===== src/rtl/mips_defs.sv =====
// Shared definitions for the MIPS register-destination logic.
//   reg_dst_e    : encoding of the decoder's reg_dst control field
//   DEF_ADDR_W   : default register address width
//   DEF_LINK_REG : register written by jump-and-link
package mips_defs;

   typedef enum logic [1:0] {
      RD_RT   = 2'b00,
      RD_RD   = 2'b01,
      RD_LINK = 2'b10,
      RD_RSVD = 2'b11
   } reg_dst_e;

   localparam int DEF_ADDR_W   = 5;
   localparam int DEF_LINK_REG = 31;

endpackage


===== src/rtl/dst_stage_reg.sv =====
// One pipeline slot holding an in-flight register write {addr, valid}.
// Ports:
//   clk, rst         : clock, synchronous active-high reset
//   load             : capture d_addr/d_valid on this edge
//   bubble           : load an empty slot {0, invalid}; wins over load
//   d_addr, d_valid  : incoming destination and its valid flag
//   q_addr, q_valid  : registered slot contents
module dst_stage_reg
   import mips_defs::*;
#(
   parameter int ADDR_W = DEF_ADDR_W
) (
   input  logic              clk,
   input  logic              rst,
   input  logic              load,
   input  logic              bubble,
   input  logic [ADDR_W-1:0] d_addr,
   input  logic              d_valid,
   output logic [ADDR_W-1:0] q_addr,
   output logic              q_valid
);

   logic [ADDR_W-1:0] addr_d, addr_q;
   logic              valid_d, valid_q;

   always_comb begin
      addr_d  = addr_q;
      valid_d = valid_q;
      if (bubble) begin
         addr_d  = '0;
         valid_d = 1'b0;
      end else if (load) begin
         addr_d  = d_addr;
         valid_d = d_valid;
      end
   end

   // NOTE: state is updated with non-blocking assignments so every slot
   // samples its neighbour's pre-edge value and the chain shifts by one.
   always_ff @(posedge clk) begin
      if (rst) begin
         addr_q  <= '0;
         valid_q <= 1'b0;
      end else begin
         addr_q  <= addr_d;
         valid_q <= valid_d;
      end
   end

   assign q_addr  = addr_q;
   assign q_valid = valid_q;

endmodule


===== src/rtl/regdst_pipe.sv =====
// Write-destination select plus a short tracking pipeline of in-flight
// register writes, with youngest-match hazard/forward reporting.
// Ports:
//   clk, rst             : clock, synchronous active-high reset
//   addr_1, addr_2       : rt / rd fields of the decode instruction
//   reg_dst              : 00 rt, 01 rd, 10 link, 11 reserved
//   reg_write            : decode instruction writes a register
//   stall, flush         : bubble stage 0 (stall re-presents, flush squashes)
//   src_a, src_b         : decode source operands (rs, rt)
//   write_addr           : combinational selected destination
//   wb_addr, wb_en       : destination/enable of the last stage
//   hazard_a/b           : source matches a valid in-flight destination
//   fwd_sel_a/b          : 0 none, k = youngest matching stage is k-1
//   illegal_dst          : sticky flag, a reserved reg_dst was captured
// STAGES must be >= 2 and 2**FWD_W >= STAGES+1.
module regdst_pipe
   import mips_defs::*;
#(
   parameter int ADDR_W   = DEF_ADDR_W,
   parameter int STAGES   = 3,
   parameter int LINK_REG = DEF_LINK_REG,
   parameter int FWD_W    = 2
) (
   input  logic              clk,
   input  logic              rst,
   input  logic [ADDR_W-1:0] addr_1,
   input  logic [ADDR_W-1:0] addr_2,
   input  logic [1:0]        reg_dst,
   input  logic              reg_write,
   input  logic              stall,
   input  logic              flush,
   input  logic [ADDR_W-1:0] src_a,
   input  logic [ADDR_W-1:0] src_b,
   output logic [ADDR_W-1:0] write_addr,
   output logic [ADDR_W-1:0] wb_addr,
   output logic              wb_en,
   output logic              hazard_a,
   output logic              hazard_b,
   output logic [FWD_W-1:0]  fwd_sel_a,
   output logic [FWD_W-1:0]  fwd_sel_b,
   output logic              illegal_dst
);

   reg_dst_e          dst_sel;
   logic              entry_valid;
   logic              capture;
   logic              illegal_dst_d, illegal_dst_q;

   logic [ADDR_W-1:0] stage_addr  [STAGES];
   logic              stage_valid [STAGES];
   logic [ADDR_W-1:0] in_addr     [STAGES];
   logic              in_valid    [STAGES];

   assign dst_sel = reg_dst_e'(reg_dst);

   // NOTE: every output of a combinational block gets a default first, so
   // no path through the case leaves it unassigned and infers a latch.
   always_comb begin
      write_addr = '0;
      case (dst_sel)
         RD_RT:   write_addr = addr_1;
         RD_RD:   write_addr = addr_2;
         RD_LINK: write_addr = ADDR_W'(LINK_REG);
         default: write_addr = '0;
      endcase
   end

   // r0 is hard-wired zero, so writes to it are dropped before tracking.
   assign entry_valid = reg_write && (dst_sel != RD_RSVD) && (write_addr != '0);

   // A normal capture is the only event that consumes the decode instruction.
   assign capture = !stall && !flush;

   always_comb begin
      illegal_dst_d = illegal_dst_q;
      if (capture && dst_sel == RD_RSVD) begin
         illegal_dst_d = 1'b1;
      end
   end

   always_ff @(posedge clk) begin
      if (rst) begin
         illegal_dst_q <= 1'b0;
      end else begin
         illegal_dst_q <= illegal_dst_d;
      end
   end

   assign illegal_dst = illegal_dst_q;

   // Stage 0 takes the decode instruction (or a bubble); later stages always
   // advance, so an older write is never held behind a stall.
   for (genvar i = 0; i < STAGES; i++) begin : g_stage
      if (i == 0) begin : g_head
         assign in_addr[i]  = write_addr;
         assign in_valid[i] = entry_valid;
      end else begin : g_tail
         assign in_addr[i]  = stage_addr[i-1];
         assign in_valid[i] = stage_valid[i-1];
      end

      dst_stage_reg #(
         .ADDR_W (ADDR_W)
      ) u_reg (
         .clk     (clk),
         .rst     (rst),
         .load    (1'b1),
         .bubble  ((i == 0) && !capture),
         .d_addr  (in_addr[i]),
         .d_valid (in_valid[i]),
         .q_addr  (stage_addr[i]),
         .q_valid (stage_valid[i])
      );
   end

   assign wb_addr = stage_addr[STAGES-1];
   assign wb_en   = stage_valid[STAGES-1];

   // Scan from oldest to youngest so the youngest match overwrites the result.
   always_comb begin
      hazard_a  = 1'b0;
      hazard_b  = 1'b0;
      fwd_sel_a = '0;
      fwd_sel_b = '0;
      for (int k = STAGES - 1; k >= 0; k--) begin
         if (src_a != '0 && stage_valid[k] && stage_addr[k] == src_a) begin
            hazard_a  = 1'b1;
            fwd_sel_a = FWD_W'(k + 1);
         end
         if (src_b != '0 && stage_valid[k] && stage_addr[k] == src_b) begin
            hazard_b  = 1'b1;
            fwd_sel_b = FWD_W'(k + 1);
         end
      end
   end

endmodule


===== config.mk =====
export PLATFORM = sky130hd
export DESIGN_NAME = regdst_pipe
export DESIGN_NICKNAME = d
export VERILOG_FILES = /design/src/rtl/mips_defs.sv /design/src/rtl/dst_stage_reg.sv /design/src/rtl/regdst_pipe.sv
export SDC_FILE = /design/constraint.sdc
export NUM_CORES = 1
export LEC_CHECK = 0
export CAP_MARGIN = 20
export CORE_MARGIN = 10
export CORE_UTILIZATION = 41
export DETAILED_ROUTE_END_ITERATION = 8
export GPL_TIMING_DRIVEN = 0
export PLACE_DENSITY = 0.88
export SYNTH_ARGS = -nofsm -noshare
export SYNTH_HDL_FRONTEND = slang
export SYNTH_SLANG_ARGS = --single-unit

===== constraint.sdc =====
create_clock -name clk -period 3.3 [get_ports clk]
set_input_delay 0.99 -clock clk [delete_from_list [all_inputs] [get_ports clk]]
set_output_delay 0.99 -clock clk [all_outputs]
set_load 0.01 [all_outputs]

==> flow_summary_export.csv <==
group,metric,value,unit
final_layout,final_area,0.00157,mm2
grt,grt_pass1_wl,5150,um
drt,ant_nets,0,
sta,tightestPinTransition,0.433,ns
drt,vias_per_cell,5.31,
sta,layout_min_cycle_time,3.27,ns
placement,io_buffers,44,
floorplanning,fp-row-count,18,
cts,cts-root-buf,"clkbuf_4",
drt,wire_per_inst,16.1,um
run_status,status,"completed",
worst_setup_path,cp.arrival,2.28,ns
floorplanning,start_util,42.9,%
synthesis,synth-seq-cells,19,
worst_setup_path,cp-end-kind,"primary output",
floorplanning,die_h,70.7,um
cts,path_clk_slew,0.10,ns
placement,pre_cts_ws,-0.827,ns
drt,first_pass_iters,4,
floorplanning,die_area,0.00499,mm2
final_layout,drive_above_1_share,24.8,%
synthesis,syn_area,0.00105,mm2
floorplanning,fp.dieW,70.7,um
synthesis,yosys_warnings,0,
sta,period_share,98.9,%
sta,skew,0.000571,ns
cts,clockBufferDepth,2,
sta,hold_viol,0,
power,p_leak,0.000647,uW
placement,dpl_cell_area,0.00153,mm2
sta,max_freq,306,MHz
cts,clkSinkCount,19,
drt,vias,1036,
floorplanning,boundaryPins,45,
synthesis,synth.avg_cell_area,8.99,um2
grt,grtUsageMet2,20.5,%
hold_path,min_path_type,"reg2reg",
power,power-per-cell-area,290,mW/mm2
sta,worst_slew_margin_rel,71.1,%
drt,drc,0,
grt,top_usage_layer,"met2",
synthesis,syn-num-nets,144,
cts,cts_setup_buffers,0,
cts,htree_levels,1,
drt,wirelength,3150,um
worst_setup_path,cp_max_fo,4,
sta,final_max_slew_viol_count,0,
sta,setup_ws,0.0348,ns
grt,overflow,0,
synthesis,ys_types,22,
power,peakVddDrop,0.205,mV
cts,cts_inserted_buffers,3,
final_layout,antenna_cells,0,
floorplanning,coreArea,0.00245,mm2
worst_setup_path,path_class,"in2out",
placement,hpwl,2590,um
grt,globalRouteMet1Util,12.6,%
placement,gp_congestion,0.909,
grt,use_met3,4.74,%
flow_run,maxCapViolations,0,
synthesis,ys_seq_area_share,36.1,%
worst_setup_path,cp-start-kind,"input port",
final_layout,area.growth.synth_to_final,49.5,%
final_layout,layout.nets,193,
grt,grt_max_degree,11,
grt,track_usage,12.2,%
grt,grt_pass1_vias,1131,
sta,finalSetupViolCount,0,
worst_setup_path,crit_required,2.31,ns
synthesis,synthCells,117,
drt,drt_iter0_markers,35,
cts,clkLatencyLatePin,0.30,ns
grt,antenna_found_initial,0,
cts,cts_tree,"built",
[final cells by class]
cell class / count / area [um2]
Multi-Input combinational cell: 95 / 743
Tap cell: 30 / 37.5
Sequential cell: 19 / 380
Clock buffer: 4 / 26.3
Fill cell: 227 / 882
Inverter: 2 / 7.51
Buffer: 1 / 3.75
Timing Repair Buffer: 44 / 374
[cells in the mapped netlist]
library cell | number | area share (%)
nand4_1 | 6 | 3.6
clkbuf_1 | 1 | 0.36
o21ai_1 | 2 | 0.95
nor2b_1 | 13 | 7.7
or3_2 | 1 | 0.71
nor2_1 | 11 | 3.9
nor2_2 | 2 | 1.2
xor2_1 | 8 | 6.7
inv_1 | 2 | 0.71
a21oi_1 | 2 | 0.95
nand3_1 | 3 | 1.4
dfxtp_1 | 19 | 36
and2_1 | 3 | 1.8
a31oi_1 | 1 | 0.59
xnor2_1 | 22 | 18
nor3_1 | 5 | 2.4
nand2_1 | 3 | 1.1
or3_1 | 2 | 1.2
o2bb2ai_1 | 3 | 2.5
a21boi_2 | 2 | 2.1
or4_4 | 4 | 4.3
or4_1 | 2 | 1.4
[path summary, 6_finish.rpt]
check                                           startpoint  cells past startpoint                    endpoint  slack (ns)
worst min register to register                 illegal_dst                      2                 illegal_dst        0.49
worst max-delay path                              src_a[4]                      6                fwd_sel_a[1]        0.03
worst min-delay path                           illegal_dst                      2                 illegal_dst        0.49
worst max register to register  g_stage[0].u_reg.q_addr[4]                      1  g_stage[1].u_reg.q_addr[4]        2.64
[repair_timing]
item,4_1_cts,5_1_grt
pin swaps,13,5
gates resized for setup,76,16
hold buffers,0,0
setup endpoints to repair,11,9
[metrics by stage]
| stage | utilization (%) | std cells | TNS [ns] | total power (uW) | hold slack [ns] |
|---|---|---|---|---|---|
| after global placement | 62.3 | 191 | -6.19 | 342 | 0.461 |
| after CTS | 64.0 | 195 | -0.0107 | 461 | 0.492 |
| after floorplan | - | 117 | 0 | 282 | 0.457 |
| after detailed placement | 62.3 | 191 | -6.74 | 345 | 0.467 |
| final | 64.1 | 195 | 0 | 455 | 0.488 |
| after global routing | 64.1 | 195 | -0.00314 | 479 | 0.522 |
[cells in the final DEF, fill, tap and decap left out, drive strengths merged]
cell           count
nor2b             13
and2               3
a31oi              1
o2bb2ai            3
nor2              13
inv                2
clkbuf             7
nand2              3
a21oi              2
nand3              3
clkdlybuf4s15      1
clkdlybuf4s50     21
dfxtp             19
or3                3
dlygate4sd2        2
buf               14
xor2               8
a21boi             2
o21ai              2
or4                6
nor3               5
nand4              6
xnor2             22
dlymetal6s2s       4
[flip-flops by register name (all words and copies together), names as in the netlist]
signal and count:
g_stage.u_reg.q_addr 15, g_stage.u_reg.q_valid 3, illegal_dst 1
[layer usage]
| layer | wire (um) | part of all wire [%] | vias up |
|---|---|---|---|
| met1 | 1330 | 42 | 464 |
| met3 | 291 | 9.2 | 11 |
| met5 | 0 | 0 | - |
| met2 | 1390 | 44 | 61 |
| li1 | - | - | 500 |
| met4 | 134 | 4.3 | 0 |
[logic make-up after synthesis]
kind of cell | share of synthesized area (%)
xor+xnor | 25.0
simple gates | 30.7
compound gates | 7.14
flops | 36.1
buf+inv | 1.07
[power by group]
part,internal (uW),leakage [uW],switching [uW]
Sequential,234,0.000154,4.75
Clock,47.2,0.0000150,68.7
Combinational,54.9,0.000479,46.2
Total,336,0.000647,120
[worst max-delay path: stages]
cell      delay, ns
buf_4          0.15
or4_4          0.55
nor2_4         0.14
or4_4          0.16
a21boi_2       0.15
buf_2          0.14
No activity file was read; power rests on OpenSTA's default activity.
